### src/rtl/bar_pkg.sv
// Shared constants and types for the spectrum bar display path.
// The colour mapper imports this package to reuse the bar-height array type.
package bar_pkg;

    localparam int NUM_BARS   = 10;
    localparam int BAR_H_W    = 10;
    localparam int SCREEN_H   = 480;
    localparam int MAX_HEIGHT = 470;

    typedef logic [NUM_BARS-1:0][BAR_H_W-1:0] bar_heights_t;

    typedef enum logic [1:0] {
        ST_ACCUM   = 2'd0,
        ST_COMMIT  = 2'd1,
        ST_PUBLISH = 2'd2
    } bar_state_e;

    // Top pixel row of a bar, as the colour mapper draws it.
    function automatic logic [BAR_H_W-1:0] bar_top_row(input logic [BAR_H_W-1:0] height);
        return BAR_H_W'(SCREEN_H) - height;
    endfunction

endpackage

### src/rtl/bar_decay_unit.sv
// Next shadow height for one bar: the larger of the fresh peak and the
// previous height after fall-off, floored at zero.
module bar_decay_unit #(
    parameter int W     = bar_pkg::BAR_H_W,
    parameter int DECAY = 4
) (
    input  logic [W-1:0] acc_i,
    input  logic [W-1:0] shadow_i,
    output logic [W-1:0] level_o
);

    logic [W-1:0] decayed;

    assign decayed = (shadow_i > W'(DECAY)) ? (shadow_i - W'(DECAY)) : '0;
    assign level_o = (acc_i > decayed) ? acc_i : decayed;

endmodule

### src/rtl/bar_level_tracker.sv
// Per-frame peak capture of spectrum bins into bar heights, with decay and
// an atomic publish of all bars once per frame tick.
//
// state      | meaning
// -----------+---------------------------------------------------------------
// ST_ACCUM   | bins update band peaks; frame_tick starts a commit pass
// ST_COMMIT  | one bar per cycle: shadow = max(peak, decayed shadow), peak cleared
// ST_PUBLISH | shadow copied to BarHeight, heights_valid pulsed
module bar_level_tracker #(
    parameter int NUM_BARS      = bar_pkg::NUM_BARS,
    parameter int BINS_PER_BAND = 16,
    parameter int MAG_SHIFT     = 6,
    parameter int DECAY         = 4,
    parameter int MAX_HEIGHT    = bar_pkg::MAX_HEIGHT
) (
    input  logic                                       Clk,
    input  logic                                       Reset_n,
    input  logic                                       frame_tick,
    input  logic                                       bin_valid,
    input  logic [8:0]                                 bin_index,
    input  logic [15:0]                                bin_mag,
    output logic [NUM_BARS-1:0][bar_pkg::BAR_H_W-1:0]  BarHeight,
    output logic                                       heights_valid,
    output logic                                       overrun
);

    import bar_pkg::*;

    localparam int HW         = bar_pkg::BAR_H_W;
    localparam int IDX_W      = (NUM_BARS > 1) ? $clog2(NUM_BARS) : 1;
    localparam int BAND_SHIFT = $clog2(BINS_PER_BAND);

    bar_state_e state_q, state_d;
    logic [IDX_W-1:0] idx_q, idx_d;
    logic [NUM_BARS-1:0][HW-1:0] acc_q, acc_d;
    logic [NUM_BARS-1:0][HW-1:0] shadow_q, shadow_d;
    logic [NUM_BARS-1:0][HW-1:0] bar_q, bar_d;
    logic valid_q, valid_d;
    logic overrun_q, overrun_d;

    logic [8:0]    band;
    logic          bin_hit;
    logic [15:0]   mag_shifted;
    logic [HW-1:0] lvl;
    logic          commit_en;
    logic          publish_en;
    logic [HW-1:0] commit_level;

    assign band        = bin_index >> BAND_SHIFT;
    assign bin_hit     = bin_valid && (band < 9'(NUM_BARS));
    assign mag_shifted = bin_mag >> MAG_SHIFT;
    assign lvl         = (mag_shifted > 16'(MAX_HEIGHT)) ? HW'(MAX_HEIGHT) : mag_shifted[HW-1:0];

    bar_decay_unit #(
        .W     (HW),
        .DECAY (DECAY)
    ) u_decay (
        .acc_i    (acc_q[idx_q]),
        .shadow_i (shadow_q[idx_q]),
        .level_o  (commit_level)
    );

    always_comb begin
        state_d    = state_q;
        idx_d      = idx_q;
        commit_en  = 1'b0;
        publish_en = 1'b0;
        case (state_q)
            ST_ACCUM: begin
                if (frame_tick) begin
                    state_d = ST_COMMIT;
                    idx_d   = '0;
                end
            end
            ST_COMMIT: begin
                commit_en = 1'b1;
                if (idx_q == IDX_W'(NUM_BARS - 1)) begin
                    state_d = ST_PUBLISH;
                end else begin
                    idx_d = idx_q + IDX_W'(1);
                end
            end
            ST_PUBLISH: begin
                publish_en = 1'b1;
                state_d    = ST_ACCUM;
            end
            default: state_d = ST_ACCUM;
        endcase
    end

    // A bin landing on the bar being committed seeds the next frame's peak.
    always_comb begin
        acc_d = acc_q;
        for (int b = 0; b < NUM_BARS; b++) begin
            if (commit_en && (idx_q == IDX_W'(b))) begin
                acc_d[b] = (bin_hit && (band == 9'(b))) ? lvl : '0;
            end else if (bin_hit && (band == 9'(b)) && (lvl > acc_q[b])) begin
                acc_d[b] = lvl;
            end
        end
    end

    always_comb begin
        shadow_d = shadow_q;
        if (commit_en) begin
            shadow_d[idx_q] = commit_level;
        end
    end

    assign bar_d     = publish_en ? shadow_q : bar_q;
    assign valid_d   = publish_en;
    assign overrun_d = overrun_q | (frame_tick && (state_q != ST_ACCUM));

    always_ff @(posedge Clk or negedge Reset_n) begin
        if (!Reset_n) begin
            state_q   <= ST_ACCUM;
            idx_q     <= '0;
            acc_q     <= '0;
            shadow_q  <= '0;
            bar_q     <= '0;
            valid_q   <= 1'b0;
            overrun_q <= 1'b0;
        end else begin
            state_q   <= state_d;
            idx_q     <= idx_d;
            acc_q     <= acc_d;
            shadow_q  <= shadow_d;
            bar_q     <= bar_d;
            valid_q   <= valid_d;
            overrun_q <= overrun_d;
        end
    end

    assign BarHeight     = bar_q;
    assign heights_valid = valid_q;
    assign overrun       = overrun_q;

endmodule

### config.mk
export PLATFORM = sky130hd
export DESIGN_NAME = bar_level_tracker
export DESIGN_NICKNAME = d
export VERILOG_FILES = /design/src/rtl/bar_pkg.sv /design/src/rtl/bar_decay_unit.sv /design/src/rtl/bar_level_tracker.sv
export SDC_FILE = /design/constraint.sdc
export NUM_CORES = 1
export LEC_CHECK = 0
export ABC_CLOCK_PERIOD_IN_PS = 5300
export CORE_MARGIN = 4
export CORE_UTILIZATION = 53
export DETAILED_ROUTE_END_ITERATION = 8
export PLACE_DENSITY = 0.8
export SLEW_MARGIN = 20
export SYNTH_ARGS = -nofsm -noshare
export SYNTH_HDL_FRONTEND = slang
export SYNTH_SLANG_ARGS = --single-unit
### constraint.sdc
create_clock -name Clk -period 5.3 [get_ports Clk]
set_clock_uncertainty 0.15 [all_clocks]
set_input_delay 0.795 -clock Clk [delete_from_list [all_inputs] [get_ports Clk]]
set_output_delay 0.795 -clock Clk [all_outputs]
set_load 0.03 [all_outputs]
* Word level (Yosys, flattened, before mapping) *
Cells that the tools add are included.

storage, ports and cells
  register bits = 308
  output and inout bits = 102
  logic and storage cells = 174

operators by class
  add/subtract/negate cells = 2
  $lt $le $gt $ge = 16
  equal/unequal tests = 23
  multiplexer cells = 48
  bitwise gates (word level) = 1
  reduce and logical (&&, ||, !) cells = 50

operators by type and width
  kind                   number
  $mux 10                36
  $gt 10x10->1           11
  $bwmux 100             1
  $bmux 10 s4            2
  $demux 10 s4           1
  $logic_and 1x1->1      33
  $reduce_bool 2->1      12
  $eq 5x3->1 const B     4
  $eq 4x3->1 const B     4
  $eq 5x2->1 const B     2
  $eq 5x4->1 const B     2
  $gt 10x3->1 const B    1
  $gt 10x9->1 const B    1
  $sub 10x3->10 const B  1
  $logic_not 9->1        1
  $eq 4x2->1 const B     2
  $eq 4x4->1 const B     2
  $mux 4                 2
  $pmux 4 s2             1
  $ne 2x2->1 const B     3
  $eq 5x1->1 const B     1
  $lt 4x5->1 const B     1
  $lt 5x4->1 const B     1
  $add 4x1->4 const B    1
  other kinds (12)       14

* Longest topological paths before layout *
  depth after elaboration = 7
  mapped depth = 20
  depth with buffers taken out = 16

* Cells and area by module *
Synthesis repeated with hierarchy kept, for this count alone.

unflattened totals
  cells, all modules = 1,641
  area, all modules = 16,991.3 um^2

modules (own cells, without submodules)
  module             instances  cells each  area an instance (um^2)  sequential area each (um^2)
  bar_level_tracker  1          1,562       16,407.0                 7,707.4
  bar_decay_unit     1          79          584.3                    0.0

* Least setup slack after synthesis *
OpenSTA, ideal clock, no wires.

  kind = register -> register
  start = reg idx_q[0]
  end = reg shadow_q[25] (netlist name)
  library setup time = 0.137 ns
  arrival time = 4.671 ns
  setup slack = 0.341 ns
  stages on the path, launching flop included = 20
  buffers on the path = 4
  period minus slack after synthesis = 4.959 ns
  cell sequence = dfrtp_1 buf_6 buf_6 buf_6 mux2i_1 o32ai_1 a211oi_1 ha_1 buf_1 a31o_2 or4_4 and2_1 ha_1 nand4_1 nor3_1 a221oi_1 a32oi_1 mux2_2 a31oi_2 o21ai_0

on the way
  longest elaborated chain between the ends = 7
  elaborated cells on any way between the ends = 15
  those cells by class = add/sub (1); order compare (4); mux (9); reduce/logical (1)

ends and longest elaborated chain
  element                                       RTL line                  RTL
  from (decl)                                   bar_level_tracker.sv:34   logic [IDX_W-1:0] idx_q, idx_d;
  from (signal assigned)                        bar_level_tracker.sv:125  idx_q <= idx_d;
  $bmux 10 s4                                   bar_level_tracker.sv:59   .shadow_i (shadow_q[idx_q]),
  $mux 10 (implied by the code)                 bar_level_tracker.sv:59
  $sub 10x3->10 or $gt 10x3->1 (tied branches)  bar_decay_unit.sv:14      assign decayed = (shadow_i > W'(DECAY)) ? (shadow_i - W'(DECAY)) : '0;
  $mux 10                                       bar_decay_unit.sv:14
  $gt 10x10->1                                  bar_decay_unit.sv:15      assign level_o = (acc_i > decayed) ? acc_i : decayed;
  $mux 10                                       bar_decay_unit.sv:15
  $bwmux 100 *                                  bar_level_tracker.sv:106  shadow_d[idx_q] = commit_level;
  to (signal assigned)                          bar_level_tracker.sv:127  shadow_q <= shadow_d;
  to (decl)                                     bar_level_tracker.sv:36   logic [NUM_BARS-1:0][HW-1:0] shadow_q, shadow_d;

Every way passes the cells marked *; elsewhere a longest branch is shown, timed or not. The select of a mux whose other input is x is not followed.
A chain may end at the register's enable or synchronous reset.

* Final worst setup path *
  start = reg idx_q[0]
  end = reg shadow_q[75] (netlist name)

The elaborated chain is that of the path after synthesis.

==> results by stage <==
Die:
- The floorplan has 64 rows.
- The area inside the core boundary is 0.03067 sq mm.
- The starting density of the core is 53.82%.
- The vertical die dimension is 184.5 um.
- The die boundary width is 184.5 um.
- During I/O placement, the number of pins put on the boundary was 131.
- The area of the die is 0.03403 sq mm.

Drt:
- The first-pass iteration count of the detailed router is 6.
- The post-detailed-route count of antenna-violating nets is 0.
- For this block, the initial DRC count from the detailed router was 1,436.
- The via-per-instance ratio is 6.079.
- Summed over all layers, the routed wires come to 46,440 um.
- The total number of vias is 13,806.
- In the final routed layout, each cell accounts on average for 20.45 um.
- For this run, design rule violations remaining after detail routing come to 0.

Worst setup path:
- The family with the most delay on the worst path is simple AND/OR/NAND/NOR gates.
- For the worst setup path, the data required time is 5.56 ns.
- STA classifies the critical path startpoint as a flip-flop.
- The worst path buffer plus inverter count is 3.
- The most frequent cell on the critical path is sky130_fd_sc_hd__buf_4.
- For the worst setup path, the data arrival time is 5.45 ns.
- On the critical path, the stage with the largest delay is an instance of sky130_fd_sc_hd__or4_4.
- The critical register-to-register path endpoint is shadow_q[75].
- The critical path crosses 16 cells after its start point.
- The source of the critical timing path is idx_q[0].
- The number of cells on the worst reg-to-reg path is 16.
- The destination of the critical timing path is shadow_q[75].
- The class of the most critical setup path is flip-flop to flip-flop.
- The signal on the critical path passes through buf_4 > mux4_2 > a211oi_2 > nand4_1 > or4_4 > and2_1 > ha_1 > nand4_1 > nor3_2 > a221oi_1 > a32oi_2 > buf_4 > mux2_2 > a31oi_2 > buf_4 > o21ai_0.
- On the worst path, the slowest cell contributes a delay of 0.59 ns.
- The worst register-to-register path begins at idx_q[0].
- The worst setup path is captured at a flip-flop.
- The setup slack on the worst flop-to-flop path is 0.12 ns.
- The highest fanout seen on the critical path is 11.

Timing:
- In the final timing run, aggregate negative setup slack is 0 ns.
- The slack of the critical path is 0.1175 ns.
- Based on the critical path, the design can be clocked at up to 193.0 MHz.
- The shortest clock period the worst path allows after layout is 5.183 ns.
- The worst path uses 97.78% of the clock period.
- The final setup violation count is 0.
- The count of endpoints failing hold in the final timing report is 0.
- The relative slew slack is 31.92%.
- The actual transition at the worst max-transition pin is 1.021 ns.
- The number of slew-limit violations in the final report is 0.
- Hold timing on the final database bottoms out at a slack of 0.09717 ns.

Synthesis:
- Synthesis instantiated 65 different standard cells from the library.
- The average instance in the mapped netlist occupies 9.715 sq um.
- The Yosys warning count is 0.
- The number of cells produced by synthesis is 1,699.
- Sorting the synthesized cells by area gives the leading types as sky130_fd_sc_hd__dfrtp_1 47%, sky130_fd_sc_hd__nand2_1 9.6%, sky130_fd_sc_hd__ha_1 8.8%.
- The number of enable-type register cells in the synthesized netlist is 0.
- The share of the synthesized area in the top cell type is 46.69%.
- Sequential elements use 46.69% of the synthesized area.
- The most used flip-flop cell after synthesis is sky130_fd_sc_hd__dfrtp_1.
- The share of synthesized flip-flops with an asynchronous set or reset is 100.0%.
- After synthesis the netlist holds a flip-flop and latch count of 308.
- The cell area that synthesis handed to floorplanning was 0.01651 sq mm.
- The largest area contributor in the netlist is sky130_fd_sc_hd__dfrtp_1.

Finish:
- The final layout contains 1,998 nets.
- The synthesis-to-layout area growth is 18.87%.
- The area taken by multi-input logic gates is 0.008154 sq mm.
- The flip-flop and latch area is 0.007712 sq mm.
- Excluding fillers, the count of instances in the completed layout stands at 2,271.
- Cells fill 63.97% of the core in the end.
- The number of filler cells placed in the layout is 2,385.
- Summing all non-filler instances in the final layout gives an area of 0.01962 sq mm.
- Cells with a size suffix above 1 make up 11.73% of the layout.
- The number of antenna diodes in the final layout is 0.

GRT:
- After global routing the overflow that remains totals 0.
- The first global-routing pass estimated 73,210 um of wire.
- Entering global routing, the biggest net connects 116 pins.
- The number of antenna violations at the first check in global routing came to 0.
- The overall global routing resource usage is 27.00%.
- The number of global-route vias before repair is 13,732.

Power and ir drop:
- The completed layout was analyzed and its total power is 13.58 mW.
- The power per cell area is 692.4 mW/mm^2.
- Summed over all cells, the static leakage comes to 9.182 nW.
- The largest voltage drop on the vdd net is 0.6199 mV.

Hold path:
- The worst hold path belongs to the class input pin to async pin.

Run status:
- The run finished with clean final reports.

Clocking:
- The CTS sink count is 308.
- The clock root buffer is sky130_fd_sc_hd__clkbuf_16.
- The maximum level of the CTS H-tree is 1.
- The longest clock path from root to sink contains 3 buffers.
- The number of clock buffers added by TritonCTS is 31.
- The clock latency at the later pin of the worst-skew pair is 0.59 ns.
- Hold repair after CTS inserted 0 buffers.
- After clock tree synthesis, the clock-pin slew on the worst setup and hold paths is 0.06 ns.
- The CTS tree is yes.

Placed design:
- After detailed placement, the total cell area comes to 0.01839 sq mm.
- The half-perimeter wire length after detailed placement is 33,210 um.
- During placement, the flow inserted port buffers numbering 120.
- At the end of routability-driven placement, the weighted congestion stood at 0.9857.
- The number of cells in the design after placement is 2,210.
- At the placement stage, the worst setup path has a slack of -0.1773 ns.

Run:
- The tool flagged a number of max-cap violations equal to 0.
## cell type report
class                      count  share of cell area (%)
inverter                     114                   2.181
tap                          396                   2.525
sequential                   308                   39.31
clock buffer                  47                   5.025
clock inverter                 8                  0.5484
multi-input combinational   1209                   41.56
timing repair buffer         189                   8.851
## Yosys cell counts, drive strengths merged (22+ instances only)
cell type / number
ha: 116
mux4: 27
inv: 112
o2bb2ai: 30
nand3: 23
mux2i: 42
o311a: 26
mux2: 44
nor3: 22
o21ai: 119
a21o: 28
nand2: 421
dfrtp: 308
nor2: 68
a21oi: 41
clkbuf: 56
## how the worst min path moves through the flow
stage / end / from / cells after the start
final: BarHeight[15] / Reset_n / 1
after global routing: BarHeight[15] / Reset_n / 1
after CTS: BarHeight[15] / Reset_n / 1
after detailed placement: BarHeight[73] / BarHeight[73] / 2
after global placement: BarHeight[80] / BarHeight[80] / 2
after floorplan: BarHeight[74] / shadow_q[74] / 2
## power breakdown
part	switching, mW	internal [mW]
Sequential	0.693	3.18
Combinational	4.43	2.97
Clock	0.936	1.37
## registers in the layout (all words and copies together) (netlist names)
register and count:
BarHeight 100, acc_q 100, heights_valid 1, idx_q 4, overrun 1, shadow_q 100
state_q 2
## metal layers
metal | GRT usage (%) | vias up | part of all wire, %
met4 | 11.54 | 0 | 4.8
met5 | 0 | - | 0
met1 | 35.13 | 6759 | 40
li1 | - | 6257 | -
met2 | 45.19 | 640 | 48
met3 | 4.302 | 150 | 7.8
## placed cells by master (no fill, tap or decap), types with 27 or more instances in the layout
cell                                n
sky130_fd_sc_hd__dfrtp_1          306
sky130_fd_sc_hd__o2bb2ai_1         30
sky130_fd_sc_hd__mux2_2            36
sky130_fd_sc_hd__a21oi_1           37
sky130_fd_sc_hd__mux4_2            27
sky130_fd_sc_hd__clkdlybuf4s50_1  119
sky130_fd_sc_hd__clkbuf_16         31
sky130_fd_sc_hd__ha_1             116
sky130_fd_sc_hd__a21o_1            28
sky130_fd_sc_hd__o21ai_0          118
sky130_fd_sc_hd__mux2i_1           40
sky130_fd_sc_hd__nor2_1            68
sky130_fd_sc_hd__inv_1            111
sky130_fd_sc_hd__nand2_1          421
sky130_fd_sc_hd__buf_4             68
## cells by family (layout without fill, tap and decap cells)
kind of cell	after synthesis	after routing	synth area share, %
AND/OR/NAND/NOR	610	610	15.46
AO/OA/AOI/OAI	359	359	15.04
multiplexers	113	113	9.233
flip-flops	308	308	46.69
adder cells (fa/ha/maj)	116	116	8.793
other	1	10	0.02272
XOR/XNOR	1	1	0.05307
buffers and inverters	191	358	4.700
## worst register-to-register path: cells and delay by family, from the launching register on
family,cells,cell delay [ns]
flip-flops,1,0.54
AO/OA/AOI/OAI,5,1.17
multiplexers,2,0.87
AND/OR/NAND/NOR,5,1.40
adder cells (fa/ha/maj),1,0.29
buffers and inverters,3,0.59
## timing repair
item | 4_1_cts | 5_1_grt
buffers inserted | 0 | 6
pin swaps | 0 | 1
resized for setup | 4 | 13
endpoints found under the setup margin | 30 | 100
Note: power is estimated with default switching activity, not from simulation.
